==> src/rtl/jtag_tap.sv <==
// jtag_tap: IEEE 1149.1-style TAP controller with a parametrised instruction
// register and three data registers: IDCODE, BYPASS and a USER register
// that exchanges parallel data with design-side debug logic.
module jtag_tap #(
  parameter int                    IR_WIDTH     = 4,
  parameter logic [31:0]           IDCODE_VALUE = 32'h000FAF01,
  parameter int                    USER_WIDTH   = 8,
  parameter logic [IR_WIDTH-1:0]   INSTR_IDCODE = 4'b1110,
  parameter logic [IR_WIDTH-1:0]   INSTR_USER   = 4'b1000
) (
  input  logic                  tck,
  input  logic                  trst,
  input  logic                  enable,
  input  logic                  tms,
  input  logic                  tdi,
  output logic                  tdo,
  output logic                  tdo_oe,
  output logic [3:0]            tap_state,
  output logic [IR_WIDTH-1:0]   ir_value,
  input  logic [USER_WIDTH-1:0] user_dr_in,
  output logic [USER_WIDTH-1:0] user_dr_out,
  output logic                  user_update
);

  // DR shift register is shared by IDCODE (32 bits) and USER (USER_WIDTH bits).
  localparam int DR_W = (USER_WIDTH > 32) ? USER_WIDTH : 32;

  typedef enum logic [3:0] {
    S_TLR   = 4'h0, S_RTI   = 4'h1, S_SELDR = 4'h2, S_SELIR = 4'h3,
    S_CAPDR = 4'h4, S_CAPIR = 4'h5, S_SHDR  = 4'h6, S_SHIR  = 4'h7,
    S_EX1DR = 4'h8, S_EX1IR = 4'h9, S_PAUDR = 4'hA, S_PAUIR = 4'hB,
    S_EX2DR = 4'hC, S_EX2IR = 4'hD, S_UPDDR = 4'hE, S_UPDIR = 4'hF
  } tap_state_t;

  tap_state_t            r_state;
  tap_state_t            w_next;
  logic [IR_WIDTH-1:0]   r_ir_value;
  logic [IR_WIDTH-1:0]   r_ir_shift;
  logic [DR_W-1:0]       r_dr_shift;
  logic [DR_W-1:0]       w_dr_next;
  logic                  r_bypass;
  logic [USER_WIDTH-1:0] r_user_dr_out;
  logic                  r_user_update;
  logic                  w_ir_all_ones;
  logic                  w_sel_idcode;
  logic                  w_sel_user;
  logic                  w_dr_lsb;

  // An all-ones opcode always selects BYPASS, even if it collides with a parameter.
  assign w_ir_all_ones = &r_ir_value;
  assign w_sel_idcode  = (r_ir_value == INSTR_IDCODE) && !w_ir_all_ones;
  assign w_sel_user    = (r_ir_value == INSTR_USER) && !w_ir_all_ones && !w_sel_idcode;

  // TAP state register.
  always_ff @(posedge tck or posedge trst) begin
    if (trst) begin
      r_state <= S_TLR;
    end else if (enable) begin
      r_state <= w_next;
    end
  end

  // 1149.1 next-state function on tms.
  always_comb begin
    w_next = S_TLR;
    case (r_state)
      S_TLR:   w_next = tms ? S_TLR   : S_RTI;
      S_RTI:   w_next = tms ? S_SELDR : S_RTI;
      S_SELDR: w_next = tms ? S_SELIR : S_CAPDR;
      S_SELIR: w_next = tms ? S_TLR   : S_CAPIR;
      S_CAPDR: w_next = tms ? S_EX1DR : S_SHDR;
      S_SHDR:  w_next = tms ? S_EX1DR : S_SHDR;
      S_EX1DR: w_next = tms ? S_UPDDR : S_PAUDR;
      S_PAUDR: w_next = tms ? S_EX2DR : S_PAUDR;
      S_EX2DR: w_next = tms ? S_UPDDR : S_SHDR;
      S_UPDDR: w_next = tms ? S_SELDR : S_RTI;
      S_CAPIR: w_next = tms ? S_EX1IR : S_SHIR;
      S_SHIR:  w_next = tms ? S_EX1IR : S_SHIR;
      S_EX1IR: w_next = tms ? S_UPDIR : S_PAUIR;
      S_PAUIR: w_next = tms ? S_EX2IR : S_PAUIR;
      S_EX2IR: w_next = tms ? S_UPDIR : S_SHIR;
      S_UPDIR: w_next = tms ? S_SELDR : S_RTI;
      default: w_next = S_TLR;
    endcase
  end

  // Instruction register: capture/shift/update, forced to IDCODE in TLR.
  always_ff @(posedge tck or posedge trst) begin
    if (trst) begin
      r_ir_shift <= '0;
      r_ir_value <= INSTR_IDCODE;
    end else if (enable) begin
      case (r_state)
        S_TLR:   r_ir_value <= INSTR_IDCODE;
        S_CAPIR: r_ir_shift <= {{(IR_WIDTH-2){1'b0}}, 2'b01};
        S_SHIR:  r_ir_shift <= {tdi, r_ir_shift[IR_WIDTH-1:1]};
        S_UPDIR: r_ir_value <= r_ir_shift;
        default: ;
      endcase
    end
  end

  // Next DR shift content: capture or shift of whichever register the IR selects.
  always_comb begin
    w_dr_next = r_dr_shift;
    if (r_state == S_CAPDR) begin
      if (w_sel_idcode) begin
        w_dr_next = DR_W'(IDCODE_VALUE);
      end else if (w_sel_user) begin
        w_dr_next = '0;
        w_dr_next[USER_WIDTH-1:0] = user_dr_in;
      end
    end else if (r_state == S_SHDR) begin
      if (w_sel_idcode) begin
        for (int i = 0; i < 31; i++) w_dr_next[i] = r_dr_shift[i+1];
        w_dr_next[31] = tdi;
      end else if (w_sel_user) begin
        for (int i = 0; i < USER_WIDTH-1; i++) w_dr_next[i] = r_dr_shift[i+1];
        w_dr_next[USER_WIDTH-1] = tdi;
      end
    end
  end

  // DR shift register and the one-bit bypass register.
  always_ff @(posedge tck or posedge trst) begin
    if (trst) begin
      r_dr_shift <= '0;
      r_bypass   <= 1'b0;
    end else if (enable) begin
      r_dr_shift <= w_dr_next;
      if (!w_sel_idcode && !w_sel_user) begin
        if (r_state == S_CAPDR)     r_bypass <= 1'b0;
        else if (r_state == S_SHDR) r_bypass <= tdi;
      end
    end
  end

  // USER parallel output, written in UpdateDR, with a one-tck strobe.
  always_ff @(posedge tck or posedge trst) begin
    if (trst) begin
      r_user_dr_out <= '0;
      r_user_update <= 1'b0;
    end else if (enable) begin
      r_user_update <= (r_state == S_UPDDR) && w_sel_user;
      if ((r_state == S_UPDDR) && w_sel_user) begin
        r_user_dr_out <= r_dr_shift[USER_WIDTH-1:0];
      end
    end
  end

  assign w_dr_lsb    = (w_sel_idcode || w_sel_user) ? r_dr_shift[0] : r_bypass;
  assign tdo         = (r_state == S_SHIR) ? r_ir_shift[0] :
                       (r_state == S_SHDR) ? w_dr_lsb : 1'b0;
  assign tdo_oe      = (r_state == S_SHIR) || (r_state == S_SHDR);
  assign tap_state   = r_state;
  assign ir_value    = r_ir_value;
  assign user_dr_out = r_user_dr_out;
  assign user_update = r_user_update & enable;

endmodule

==> config.mk <==
export PLATFORM = sky130hd
export DESIGN_NAME = jtag_tap
export DESIGN_NICKNAME = d
export VERILOG_FILES = /design/src/rtl/jtag_tap.sv
export SDC_FILE = /design/constraint.sdc
export NUM_CORES = 1
export LEC_CHECK = 0
export CAP_MARGIN = 5
export CORE_MARGIN = 2
export CORE_UTILIZATION = 35
export DETAILED_ROUTE_END_ITERATION = 6
export GPL_TIMING_DRIVEN = 0
export PLACE_DENSITY_LB_ADDON = 0.08
export SLEW_MARGIN = 20
export SYNTH_ARGS = -nofsm -noshare
export SYNTH_HDL_FRONTEND = slang
export SYNTH_SLANG_ARGS = --single-unit
==> constraint.sdc <==
create_clock -name tck -period 2.2 [get_ports tck]
set_input_delay 0.44 -clock tck [delete_from_list [all_inputs] [get_ports tck]]
set_output_delay 0.44 -clock tck [all_outputs]
set_load 0.02 [all_outputs]
==> results.tsv <==
stage	metric	value	unit
status	status	completed	
synth	syn-instance-count	239	
synth	synth-seq-cells	54	
global_routing	grt_usage	15.3	%
critical_path	critPathArrivalTime	1.66	ns
synth	yosysMostFrequentCell	dfrtp_1	
timing	setup_violations	0	
die	start_util	36.4	%
clocking	clkSlewWorstSetupHoldPaths	0.09	ns
placement	placedCellCount	366	
placement	hpwl	3530	um
worst_hold_path	hold_path_class	flip-flop to flip-flop	
clocking	cts_tree	yes	
detailed_routing	ant_nets	0	
critical_path	crit_type	flip-flop to output pin	
final_layout	stdcell_area	3050	sq um
timing	final-hold-violation-count	0	
synth	synth_nets	252	
clocking	cts_made_buffers	5	
detailed_routing	num_vias	1929	
timing	fmax	0.477	GHz
placement	postPlaceCellArea	2920	sq um
clocking	numClockSinks	54	
synth	yosys_warnings	0	
global_routing	grt_overflow	0	
clocking	htree_levels	2	
clocking	worstSkewPairLatency	0.30	ns
job	maxCapViolations	0	
final_layout	drive_gt1_share	12.5	%
synth	synth.distinct_cells	42	
timing	fin_ws	0.103	ns
synth	synth_common_cells	dfrtp_1 (51), nand2_1 (35), o21ai_0 (29), a22oi_1 (21), nor2_1 (12)	
final_layout	final_nets	292	
clocking	clock-root-buffer	clkbuf_8	
die	ioPinCount	32	
power	ir_worst_vdd	624	uV
synth	synthFlopType	dfrtp_1	
timing	tightest_slew	0.800	ns
final_layout	syn2layout_area_growth	22.6	%
placement	dp_slack	-0.336	ns
power	p_leak	1.32	nW
placement	place.gp.congestion	0.781	
timing	rsz0062_at_grt	no	
die	dieArea	7790	sq um
placement	port_buffers	31	
timing	finalCritPeriodShare	95.3	%
synth	ys_seq_area_share	54.5	%
synth	syn_area	2480	sq um
clocking	clock_path_buffers	2	
timing	finalCriticalPeriod	2.10	ns
detailed_routing	drc	0	
final_layout	antenna-diode-count	0	
die	core_area	6830	sq um
synth	async_flop_share	100	%
critical_path	crit_path_start_kind	flip-flop	
timing	worst_hold_slack	0.496	ns
critical_path	path_cells	nor2b_4 > nand2_1 > mux2i_1 > a21oi_1 > buf_2	
synth	syn_area_per_cell	10.4	sq um
die	fp-row-count	30	
synth	synth_edf_count	0	
global_routing	antenna_found_initial	0	
critical_path	crit_required	1.76	ns
critical_path	slowest_stage	dfstp_2	
timing	slew_headroom	46.5	%
power	power.density	1380	nW/um^2
detailed_routing	wl	5340	um
detailed_routing	drtIter0Drc	101	
global_routing	first_global_vias	1885	
detailed_routing	routed_via_density	5.13	
synth	synth_area_leader_cell	dfrtp_1	
final_layout	fin_cells	376	
global_routing	grt_max_degree	55	
die	die_x	88.3	um
detailed_routing	wl_per_cell	14.2	um
synth	synth_area_leaders	dfrtp_1 (51%), a22oi_1 (6.3%), o21ai_0 (5.8%), nand2_1 (5.3%), mux2_2 (4.1%)	
synth	netlist.area_leader.share	51.4	%
critical_path	worst_setup_path_end_kind	output pin	
timing	skew	0.00488	ns
critical_path	cpPeakStageDelay	0.58	ns
die	die_h	88.3	um
critical_path	cp_max_fo	5	
global_routing	grt_pass1_wl	9390	um
detailed_routing	firstDrtPassIters	4	
timing	drv_slew	0	
## repair_timing
action | CTS | global route
pin swaps | 0 | 0
buffers inserted | 0 | 2
resized for setup | 12 | 2
hold buffers | 0 | 0
endpoints found under the setup margin | 3 | 1
endpoints found under the hold margin | 0 | 0
gates cloned | 0 | 0
## final timing paths
path	from	endpoint	slack, ns	cells after the start
max in group asynchronous	trst	tap_state[1]	1.11	2
min in group asynchronous	trst	tap_state[3]	0.59	2
worst min-delay path	r_dr_shift[17]	r_dr_shift[17]	0.50	1
worst min register to register	r_dr_shift[17]	r_dr_shift[17]	0.50	1
worst max-delay path	ir_value[3]	tdo	0.10	5
worst max register to register	tap_state[1]	r_dr_shift[14]	0.31	3
## cell type report
| cell class | count | area, sq um |
|---|---|---|
| clock inverter | 1 | 30.0 |
| inverter | 7 | 28.8 |
| timing repair buffer | 33 | 318 |
| clock buffer | 7 | 76.3 |
| multi-input combinational | 163 | 1030 |
| tap | 96 | 120 |
| buffer | 15 | 83.8 |
| sequential | 54 | 1360 |
| fill | 695 | 3780 |
## metrics by stage
stage | TNS, ns | power, mW | util (%)
3_5_place_dp | -0.484 | 3.54 | 42.7
5_1_grt | 0 | 4.57 | 44.6
3_3_place_gp | -36.48 | 3.51 | 42.7
6_report | 0 | 4.19 | 44.6
4_1_cts | 0 | 4.20 | 44.3
2_1_floorplan | 0 | 2.97 | -
## logic make-up after synthesis
group / count (synthesis) / share of synthesized area [%]
flops: 54 / 54.5
buf+inv: 22 / 4.18
mux: 10 / 4.48
simple gates: 70 / 14.6
xor+xnor: 1 / 0.353
compound gates: 82 / 21.9
## state kept, by name (all words and copies together) (netlist names)
name           flops
r_dr_shift        32
r_ir_shift         4
user_dr_out        8
ir_value           4
r_user_update      1
tap_state          4
r_bypass           1
## routing by layer
layer | up-vias | track usage [%] | part of all wire [%]
met1 | 936 | 23.0 | 52
met2 | 41 | 23.2 | 45
li1 | 948 | - | -
met4 | 0 | 2.89 | 0.79
met5 | - | 0 | 0
met3 | 4 | 2.99 | 2.9
## cell usage in the layout, fill, tap and decap left out, types with 2 or more instances in the layout
cell,netlist,routed
a21oi_1,6,6
a22oi_1,21,21
and2_1,2,2
buf_2,2,4
buf_4,1,3
buf_6,2,2
clkbuf_1,10,9
clkbuf_8,0,5
clkdlybuf4s50_1,0,28
dfrtp_1,51,50
dfstp_2,3,3
dlygate4sd2_1,0,2
inv_1,7,6
mux2_2,9,9
nand2_1,35,35
nand2b_1,2,2
nand3_1,4,4
nand4b_1,2,2
nor2_1,12,12
nor2b_1,3,2
nor3b_1,2,2
o21ai_0,29,29
o21ai_1,2,2
o22a_1,3,3
o22ai_1,2,2
o2bb2ai_1,10,10
## where the power goes
part	leakage (nW)	internal [mW]	switching, mW
registers	0.647	1.37	0.307
logic	0.622	0.850	1.01
clock network	0.0524	0.341	0.311
## critical path: cells and delay by family, from the launching register on
kind | cells | cell delay (ns)
flops | 1 | 0.58
simple gates | 2 | 0.28
buf+inv | 1 | 0.18
mux | 1 | 0.16
compound gates | 1 | 0.16
Power figures use the tool's default switching activity.
